`src/rtl/hex_display_scheduler_if.sv`:
```
// ---------------------------------------------------------------------------
// hex_display_scheduler_if
//   Bundles the value handshake and the display outputs of the
//   hex_display_scheduler.
//   master : value source. Drives in_valid, value_in and blank_lz. Observes
//            in_ready, seg_out, busy and done.
//   slave  : the scheduler itself.
//   Signals:
//     in_valid  value_in holds a word to display
//     in_ready  scheduler can accept a word this cycle
//     value_in  4*NUM_DIGITS-bit word, nibble k feeds digit k
//     blank_lz  leading-zero blanking request, sampled with the word
//     seg_out   7*NUM_DIGITS-bit active-low segments, digit k at [7k+6:7k]
//     busy      a scan or commit is in progress
//     done      one-cycle pulse when seg_out takes a new frame
// ---------------------------------------------------------------------------
interface hex_display_scheduler_if #(
    parameter int NUM_DIGITS = 8
);
    logic                    in_valid;
    logic                    in_ready;
    logic [4*NUM_DIGITS-1:0] value_in;
    logic                    blank_lz;
    logic [7*NUM_DIGITS-1:0] seg_out;
    logic                    busy;
    logic                    done;

    modport master (
        output in_valid, value_in, blank_lz,
        input  in_ready, seg_out, busy, done
    );

    modport slave (
        input  in_valid, value_in, blank_lz,
        output in_ready, seg_out, busy, done
    );
endinterface

```
`src/rtl/hex_display_scheduler.sv`:
```
// ---------------------------------------------------------------------------
// hex_display_scheduler
//   Turns a word into active-low 7-segment patterns for NUM_DIGITS digits
//   using a single time-shared hex decoder. Digits are decoded from the most
//   significant nibble down into a shadow frame; once the last digit is
//   written the whole shadow frame is copied to seg_out in one edge, so the
//   display never shows a partly updated value.
//   Ports:
//     clk    system clock, rising edge
//     rst_n  asynchronous active-low reset, blanks everything, returns to IDLE
//     clr    synchronous clear, aborts any scan and blanks everything
//     bus    slave side of hex_display_scheduler_if (handshake + outputs)
// ---------------------------------------------------------------------------
module hex_display_scheduler #(
    parameter int         NUM_DIGITS = 8,
    parameter int         UPDATE_DIV = 1,
    parameter logic [6:0] BLANK_SEG  = 7'h7F
) (
    input  logic                     clk,
    input  logic                     rst_n,
    input  logic                     clr,
    hex_display_scheduler_if.slave   bus
);
    localparam int IDX_W = (NUM_DIGITS > 1) ? $clog2(NUM_DIGITS) : 1;
    localparam int DIV_W = (UPDATE_DIV > 1) ? $clog2(UPDATE_DIV) : 1;
    localparam logic [7*NUM_DIGITS-1:0] ALL_BLANK = {NUM_DIGITS{BLANK_SEG}};

    typedef enum logic [1:0] {
        IDLE   = 2'd0,
        SCAN   = 2'd1,
        COMMIT = 2'd2
    } state_t;

    state_t                  state_q;
    state_t                  state_d;
    logic [4*NUM_DIGITS-1:0] value_q;
    logic                    lz_q;
    logic [IDX_W-1:0]        idx_q;
    logic [DIV_W-1:0]        div_q;
    logic [7*NUM_DIGITS-1:0] shadow_q;
    logic [7*NUM_DIGITS-1:0] seg_q;
    logic                    done_q;

    logic                    ready;
    logic                    accept;
    logic                    digit_end;
    logic [3:0]              nibble;
    logic                    blank_now;

    // Shared hex -> 7-segment decoder, active-low, bit6=g .. bit0=a.
    function automatic logic [6:0] seg_decode(input logic [3:0] hex);
        logic [6:0] seg;
        unique case (hex)
            4'h0: seg = 7'h40;
            4'h1: seg = 7'h79;
            4'h2: seg = 7'h24;
            4'h3: seg = 7'h30;
            4'h4: seg = 7'h19;
            4'h5: seg = 7'h12;
            4'h6: seg = 7'h02;
            4'h7: seg = 7'h78;
            4'h8: seg = 7'h00;
            4'h9: seg = 7'h10;
            4'hA: seg = 7'h08;
            4'hB: seg = 7'h03;
            4'hC: seg = 7'h46;
            4'hD: seg = 7'h21;
            4'hE: seg = 7'h06;
            default: seg = 7'h0E;
        endcase
        return seg;
    endfunction

    // Ready is also held low while reset is asserted so nothing looks
    // acceptable to the source during reset.
    assign ready     = rst_n && (state_q == IDLE) && !clr;
    assign accept    = bus.in_valid && ready;
    assign digit_end = (state_q == SCAN) && (div_q == DIV_W'(UPDATE_DIV - 1));
    assign nibble    = value_q[4*idx_q +: 4];
    // Digit 0 is always shown so a zero value still reads "0".
    assign blank_now = lz_q && (nibble == 4'h0) && (idx_q != '0);

    assign bus.in_ready = ready;
    assign bus.seg_out  = seg_q;
    assign bus.busy     = (state_q == SCAN) || (state_q == COMMIT);
    assign bus.done     = done_q;

    always_ff @(posedge clk or negedge rst_n) begin
        if (!rst_n) begin
            state_q <= IDLE;
        end else begin
            state_q <= state_d;
        end
    end

    always_comb begin
        state_d = state_q;
        unique case (state_q)
            IDLE:    if (accept) state_d = SCAN;
            SCAN:    if (digit_end && (idx_q == '0)) state_d = COMMIT;
            COMMIT:  state_d = IDLE;
            default: state_d = IDLE;
        endcase
        if (clr) begin
            state_d = IDLE;
        end
    end

    // The captured word only matters while a scan runs and is always loaded
    // on accept, so it carries no reset.
    always_ff @(posedge clk) begin
        if (accept) begin
            value_q <= bus.value_in;
        end
    end

    always_ff @(posedge clk or negedge rst_n) begin
        if (!rst_n) begin
            lz_q     <= 1'b0;
            idx_q    <= IDX_W'(NUM_DIGITS - 1);
            div_q    <= '0;
            shadow_q <= ALL_BLANK;
            seg_q    <= ALL_BLANK;
            done_q   <= 1'b0;
        end else begin
            done_q <= 1'b0;
            if (clr) begin
                shadow_q <= ALL_BLANK;
                seg_q    <= ALL_BLANK;
            end else begin
                unique case (state_q)
                    IDLE: begin
                        if (accept) begin
                            lz_q  <= bus.blank_lz;
                            idx_q <= IDX_W'(NUM_DIGITS - 1);
                            div_q <= '0;
                        end
                    end
                    SCAN: begin
                        if (digit_end) begin
                            shadow_q[7*idx_q +: 7] <= blank_now ? BLANK_SEG : seg_decode(nibble);
                            if (nibble != 4'h0) begin
                                lz_q <= 1'b0;
                            end
                            // Index parks at 0 after the last digit; accept reloads it.
                            if (idx_q != '0) begin
                                idx_q <= idx_q - 1'b1;
                            end
                            div_q <= '0;
                        end else begin
                            div_q <= div_q + 1'b1;
                        end
                    end
                    COMMIT: begin
                        seg_q  <= shadow_q;
                        done_q <= 1'b1;
                    end
                    default: ;
                endcase
            end
        end
    end
endmodule

```
`src/flat_wrapper.sv`:
```
// flat-port wrapper written by rule: the top's interface ports become plain ports
module hex_display_scheduler_flat 
#(
    parameter int         NUM_DIGITS = 8,
    parameter int         UPDATE_DIV = 1,
    parameter logic [6:0] BLANK_SEG  = 7'h7F
)
  (clk, rst_n, clr, bus_in_valid, bus_value_in, bus_blank_lz, bus_in_ready, bus_seg_out, bus_busy, bus_done);
  hex_display_scheduler_if #(.NUM_DIGITS(NUM_DIGITS)) bus_i ();
  input  logic clk;
  input  logic rst_n;
  input  logic clr;
  input wire logic [$bits(bus_i.in_valid)-1:0] bus_in_valid;
  input wire logic [$bits(bus_i.value_in)-1:0] bus_value_in;
  input wire logic [$bits(bus_i.blank_lz)-1:0] bus_blank_lz;
  output wire logic [$bits(bus_i.in_ready)-1:0] bus_in_ready;
  output wire logic [$bits(bus_i.seg_out)-1:0] bus_seg_out;
  output wire logic [$bits(bus_i.busy)-1:0] bus_busy;
  output wire logic [$bits(bus_i.done)-1:0] bus_done;
  assign bus_i.in_valid = bus_in_valid;
  assign bus_i.value_in = bus_value_in;
  assign bus_i.blank_lz = bus_blank_lz;
  assign bus_in_ready = bus_i.in_ready;
  assign bus_seg_out = bus_i.seg_out;
  assign bus_busy = bus_i.busy;
  assign bus_done = bus_i.done;
  hex_display_scheduler #(.NUM_DIGITS(NUM_DIGITS), .UPDATE_DIV(UPDATE_DIV), .BLANK_SEG(BLANK_SEG)) u_core (.clk(clk), .rst_n(rst_n), .clr(clr), .bus(bus_i));
endmodule
```
`config.mk`:
```
export PLATFORM = sky130hd
export DESIGN_NAME = hex_display_scheduler_flat
export DESIGN_NICKNAME = d
export VERILOG_FILES = /design/src/rtl/hex_display_scheduler_if.sv /design/src/rtl/hex_display_scheduler.sv /design/src/flat_wrapper.sv
export SDC_FILE = /design/constraint.sdc
export NUM_CORES = 1
export LEC_CHECK = 0
export ABC_CLOCK_PERIOD_IN_PS = 4210
export CAP_MARGIN = 0
export CORE_ASPECT_RATIO = 0.7
export CORE_MARGIN = 8
export CORE_UTILIZATION = 30
export DETAILED_ROUTE_END_ITERATION = 10
export PLACE_DENSITY = 0.47
export SLEW_MARGIN = 40
export SYNTH_ARGS = -nofsm -noshare
export SYNTH_HDL_FRONTEND = slang
export SYNTH_SLANG_ARGS = --single-unit
```
`constraint.sdc`:
```
create_clock -name clk -period 4.21 [get_ports clk]
set_input_delay 0.6315 -clock clk [delete_from_list [all_inputs] [get_ports clk]]
set_output_delay 0.6315 -clock clk [all_outputs]
set_load 0.1 [all_outputs]
```
Word level (Yosys, flattened, before mapping)
Memories as Yosys holds them, arrays and structs flattened.
Index checks and enable logic that the tools add are counted.
Word-level totals
  bits in registers: 152
  bits in read-only memories: 112
  input bits: 37
  memories kept: 1
Memories
  (name not given): depth 16, bits a word 7, read ports 1, clocked after memory_dff 0, wr ports 0, RTL line hex_display_scheduler.sv:53  | unique case (hex)
Operators by class
  add/sub/neg operators: 3
  $mul: 1
  equality and inequality tests: 8
  shift-type cells: 3
  muxes and demuxes: 27
  bitwise gates (word level): 2
  reduce and logical (&&, ||, !) cells: 23
Operator list (number)
  $mux 56: 5
  $bwmux 56: 1
  $shift 7x34->56 const A: 1
  $shiftx 7x34->56: 1
  $neg 6->34: 1
  $shiftx 32x6->4: 1
  $mux 7: 4
  $reduce_and 5->1: 2
  $mux 3: 3
  $reduce_bool 2->1: 4
  $logic_and 1x1->1: 7
  $mux 1: 7
  $mul 3x3->6 const A: 1
  $mux 2: 3
  $ne 2x1->1 const B: 3
  $pmux 3 s2: 1
  $logic_not 4->1: 1
  $pmux 1 s2: 2
  $pmux 2 s2: 1
  $reduce_and 2->1: 2
  $reduce_bool 4->1: 1
  $logic_not 3->1: 1
  $ne 3x2->1 const B: 1
  $ne 3x3->1 const B: 1
  other kinds (11): 12

Logic depth before layout (Yosys ltp)
  depth in word-level cells: 11
  mapped depth: 11
  mapped depth without buffers: 9

Least setup slack after synthesis
OpenSTA, ideal clock, no wires.
  path kind: input port to flip-flop
  start: in clr
  end: reg u_core.value_q[0] (enable)
  arrival: 3.630 ns
  slack: 0.112 ns
  stages on the path: 4
  cell sequence: clkbuf_1 > clkbuf_1 > buf_1 > nor3b_1
Between the ends
  word-level cells in the longest chain between the ends: 3
Ends and longest elaborated chain
  start, declared: RTL line flat_wrapper.sv:12  | input logic clr;
  $logic_not 1->1: RTL line hex_display_scheduler.sv:76  | assign ready = rst_n && (state_q == IDLE) && !clr;
  $logic_and 1x1->1: RTL line hex_display_scheduler.sv:76
  $logic_and 1x1->1: RTL line hex_display_scheduler.sv:77  | assign accept = bus.in_valid && ready;
  named net u_core.accept: RTL line hex_display_scheduler.sv:45  | logic accept;
  end signal, assigned: RTL line hex_display_scheduler.sv:113  | value_q <= bus.value_in;
  end, declared: RTL line hex_display_scheduler.sv:36  | logic [4*NUM_DIGITS-1:0] value_q;
The timed path passes the listed nets, and every way through them passes these cells.
A chain may end at the register's enable or synchronous reset.

Worst setup path after layout
  start: reg u_core.idx_q[0]
  end: reg u_core.shadow_q[52]
Between the ends
  word-level cells in the longest chain between the ends: 11
Ends and longest elaborated chain
  start, declared: RTL line hex_display_scheduler.sv:38  | logic [IDX_W-1:0] idx_q;
  start signal, assigned: RTL line hex_display_scheduler.sv:120  | idx_q <= IDX_W'(NUM_DIGITS - 1);
  start signal, assigned: RTL line hex_display_scheduler.sv:135  | idx_q <= IDX_W'(NUM_DIGITS - 1);
  start signal, assigned: RTL line hex_display_scheduler.sv:147  | idx_q <= idx_q - 1'b1;
  $shiftx 32x6->4: RTL line hex_display_scheduler.sv:79  | assign nibble = value_q[4*idx_q +: 4];
  $mem_v2 16x7
  $mux 7: RTL line hex_display_scheduler.sv:140  | if (digit_end) begin
  $mux 7: RTL line hex_display_scheduler.sv:131  | unique case (state_q)
  $mux 7: RTL line hex_display_scheduler.sv:127  | if (clr) begin
  $mux 7: RTL line hex_display_scheduler.sv:141  | shadow_q[7*idx_q +: 7] <= blank_now ? BLANK_SEG : seg_decode(nibble);
  $shiftx 7x34->56: RTL line hex_display_scheduler.sv:141
  $bwmux 56 (*): RTL line hex_display_scheduler.sv:141
  $mux 56 (*): RTL line hex_display_scheduler.sv:140
  $mux 56 (*): RTL line hex_display_scheduler.sv:131
  $mux 56 (*): RTL line hex_display_scheduler.sv:127
  end signal, assigned by index: RTL line hex_display_scheduler.sv:141
  end, declared: RTL line hex_display_scheduler.sv:40  | logic [7*NUM_DIGITS-1:0] shadow_q;
Mark *: on every way between the ends. The rest lies on a longest branch, timed or not. The select of a mux whose other input is x is not followed.

==> results.json <==
{
  "netlist_instances": 565,
  "reg2reg_from": "u_core.idx_q[0]",
  "hold_path.class": "in2async",
  "design_area_um2": 8640,
  "cts_tree": "yes",
  "regToRegSetupSlack_ns": 0.65,
  "r2r_end": "u_core.shadow_q[52]",
  "clk_latency_ns": 0.42,
  "cp_common_cell": "inv_1",
  "rsz0062_at_grt": "no",
  "placed_area_um2": 8050,
  "power.leakage_uw": 0.00307,
  "drt_iter0_drc": 350,
  "critPathLaunchType": "register",
  "routed_via_density": 4.92,
  "maxSlewViolCount": 0,
  "ir_drop_uv": 322,
  "start_util_pct": 30.2,
  "cts.path.max_buffers": 2,
  "cp.required_ns": 4.53,
  "dieHeight_um": 144,
  "worst_pin_slew_ns": 0.758,
  "place.gp.congestion": 0.815,
  "tns_ns": 0,
  "syn_area_um2": 7050,
  "cts_setup_buffers": 0,
  "clkTransAtPathRegs_ns": 0.06,
  "antenna_left": 0,
  "critPathMaxStageDelay_ns": 0.86,
  "synth.distinct_cells": 58,
  "grt_pass1_vias": 5157,
  "grt_pass1_wl_um": 31100,
  "clockRootBuffer": "clkbuf_16",
  "drv_cap": 0,
  "critical-path-top-delay-family": "multiplexers",
  "synth_enable_flop_cells": 32,
  "wirelength_um": 19800,
  "cts_buffers": 17,
  "area_growth_pct": 22.5,
  "fmax_ghz": 0.281,
  "syn_nets": 618,
  "grt_max_degree": 66,
  "drive_gt1_share_pct": 37.3,
  "fill_cells": 2310,
  "rows": 47,
  "yosysWarnings": 0,
  "place_hpwl_um": 14000,
  "postSynth.asyncResetShare_pct": 78.9,
  "drcViolationCount": 0,
  "ios": 96,
  "seq_area_um2": 4110,
  "end_kind": "register",
  "synth_flop_cell": "dfstp_2",
  "slowest_stage": "dfstp_2",
  "timing.slew.headroom_pct": 49.5,
  "power_uw": 5780,
  "dr.pass1.iters": 4,
  "antennaDiodeCount": 0,
  "worstRegToRegCells": 9,
  "die_w_um": 199,
  "antenna_found_initial": 0,
  "cp_num_buf_inv": 2,
  "critical_path_class": "reg2reg",
  "overflow": 0,
  "final_common_cell": "dfstp_2",
  "cts-resized-gates": 0,
  "avgSynthCellArea_um2": 12.5,
  "core_um2": 23300,
  "yosysSeqAreaShare_pct": 58.2,
  "critPathArrivalTime_ns": 3.89,
  "vias": 4863,
  "post-route-min-period_ns": 3.56,
  "clock_sinks": 152,
  "crit_fanout": 18,
  "status": "finished clean",
  "skew_ns": 0.0106,
  "synth_seq_cells": 152,
  "timing_hold_violations_final": 0,
  "multi_input_area_um2": 2770,
  "setup_violations": 0,
  "hold_buffers": 0,
  "htree_levels": 4,
  "routedWlPerCell_um": 20.0,
  "io_buffers": 95,
  "crit_chain": "mux4_2 > mux2i_4 > inv_1 > ha_1 > inv_1 > nand2_1 > mux2_2 > mux2i_1 > a21oi_1",
  "power.density_nw_per_um2": 668,
  "die_area_um2": 28800,
  "layout_common_cells": "115 x dfstp_2, 60 x nor2b_1, 59 x buf_2",
  "fin_crit_sh_pct": 84.6,
  "fin_nets": 710,
  "grt_usage_pct": 14.3
}
[logic make-up (layout without fill, tap and decap cells)]
kind of cell / Yosys count / in the layout / synth area share [%]
simple gates: 159 / 159 / 12.1
flops: 152 / 152 / 58.2
buf+inv: 46 / 151 / 2.89
compound gates: 168 / 168 / 17.8
mux: 24 / 24 / 6.05
fa+ha+maj: 16 / 16 / 2.84
[routing by layer]
metal	vias to the layer above	wire length [um]	GRT usage, %
li1	2265	-	-
met4	0	119	4.75
met1	2488	9980	20.5
met5	-	0	0
met2	103	8510	20.9
met3	7	1160	3.19
[worst max-delay path by stage]
stage                     from             endpoint  slack, ns  depth (start not counted)
2_1_floorplan              clr    u_core.value_q[0]       0.11                          4
5_1_grt        u_core.idx_q[0]  u_core.shadow_q[38]       0.38                          9
6_report       u_core.idx_q[0]  u_core.shadow_q[52]       0.65                          9
3_3_place_gp   u_core.idx_q[0]  u_core.shadow_q[52]       0.77                          9
3_5_place_dp   u_core.idx_q[0]  u_core.shadow_q[45]       0.64                          9
4_1_cts        u_core.idx_q[0]  u_core.shadow_q[52]       0.62                          9
[cells in the mapped netlist (3+ instances only)]
master / n / share of area [%]
nor2b_1: 60 / 5.3
dfstp_2: 115 / 43
nor3_1: 5 / 0.35
clkbuf_1: 13 / 0.69
and2_1: 7 / 0.62
o31ai_1: 3 / 0.32
a21oi_2: 7 / 0.87
o21ai_1: 5 / 0.35
buf_1: 13 / 0.69
a21o_1: 8 / 0.85
nor2_1: 46 / 2.4
ha_1: 16 / 2.8
a31oi_1: 11 / 0.98
edfxtp_1: 32 / 14
mux2i_1: 6 / 0.85
o22ai_1: 5 / 0.44
o22a_1: 3 / 0.37
o32a_1: 5 / 0.71
a21oi_1: 36 / 2.6
a211o_1: 56 / 7.0
nand2_1: 17 / 0.90
and3_1: 4 / 0.35
mux4_2: 6 / 1.9
inv_1: 14 / 0.74
nand3_1: 4 / 0.28
o21ai_0: 14 / 0.99
mux2i_4: 5 / 1.6
o221a_1: 4 / 0.64
dfrtp_1: 5 / 1.8
[per-stage QoR]
stage	cells	setup WS, ns	util [%]	hold slack, ns
2_1_floorplan	565	0.112	-	0.336
3_3_place_gp	956	0.771	35.7	0.501
3_5_place_dp	956	0.637	34.5	0.499
4_1_cts	988	0.615	37.0	0.167
5_1_grt	988	0.380	37.0	0.179
6_report	988	0.649	37.0	0.170
[cell type report]
cell class / instances / area share [%]
Inverter: 15 / 0.651
Multi-Input combinational cell: 367 / 32.0
Tap cell: 318 / 4.60
Timing Repair Buffer: 104 / 8.50
Clock inverter: 10 / 1.35
Clock buffer: 22 / 5.38
Sequential cell: 152 / 47.5
[worst register-to-register path, cell delays in order (launching register included)]
cell     delay [ns]
dfstp_2        0.86
mux4_2         0.62
mux2i_4        0.33
inv_1          0.12
ha_1           0.31
inv_1          0.19
nand2_1        0.07
mux2_2         0.27
mux2i_1        0.55
a21oi_1        0.16
[sequential cells by signal, indices dropped and copies added, names as in the netlist]
register / count
u_core.bus.seg_out: 56
u_core.idx_q: 3
u_core.bus.done: 1
u_core.shadow_q: 56
u_core.value_q: 32
u_core.state_q: 2
u_core.div_q: 1
u_core.lz_q: 1
[report_power, final]
part | internal (uW) | switching, uW
clock network | 910 | 621
logic | 696 | 1510
registers | 1840 | 203
total | 3450 | 2330
(Power assumes the default switching activity.)
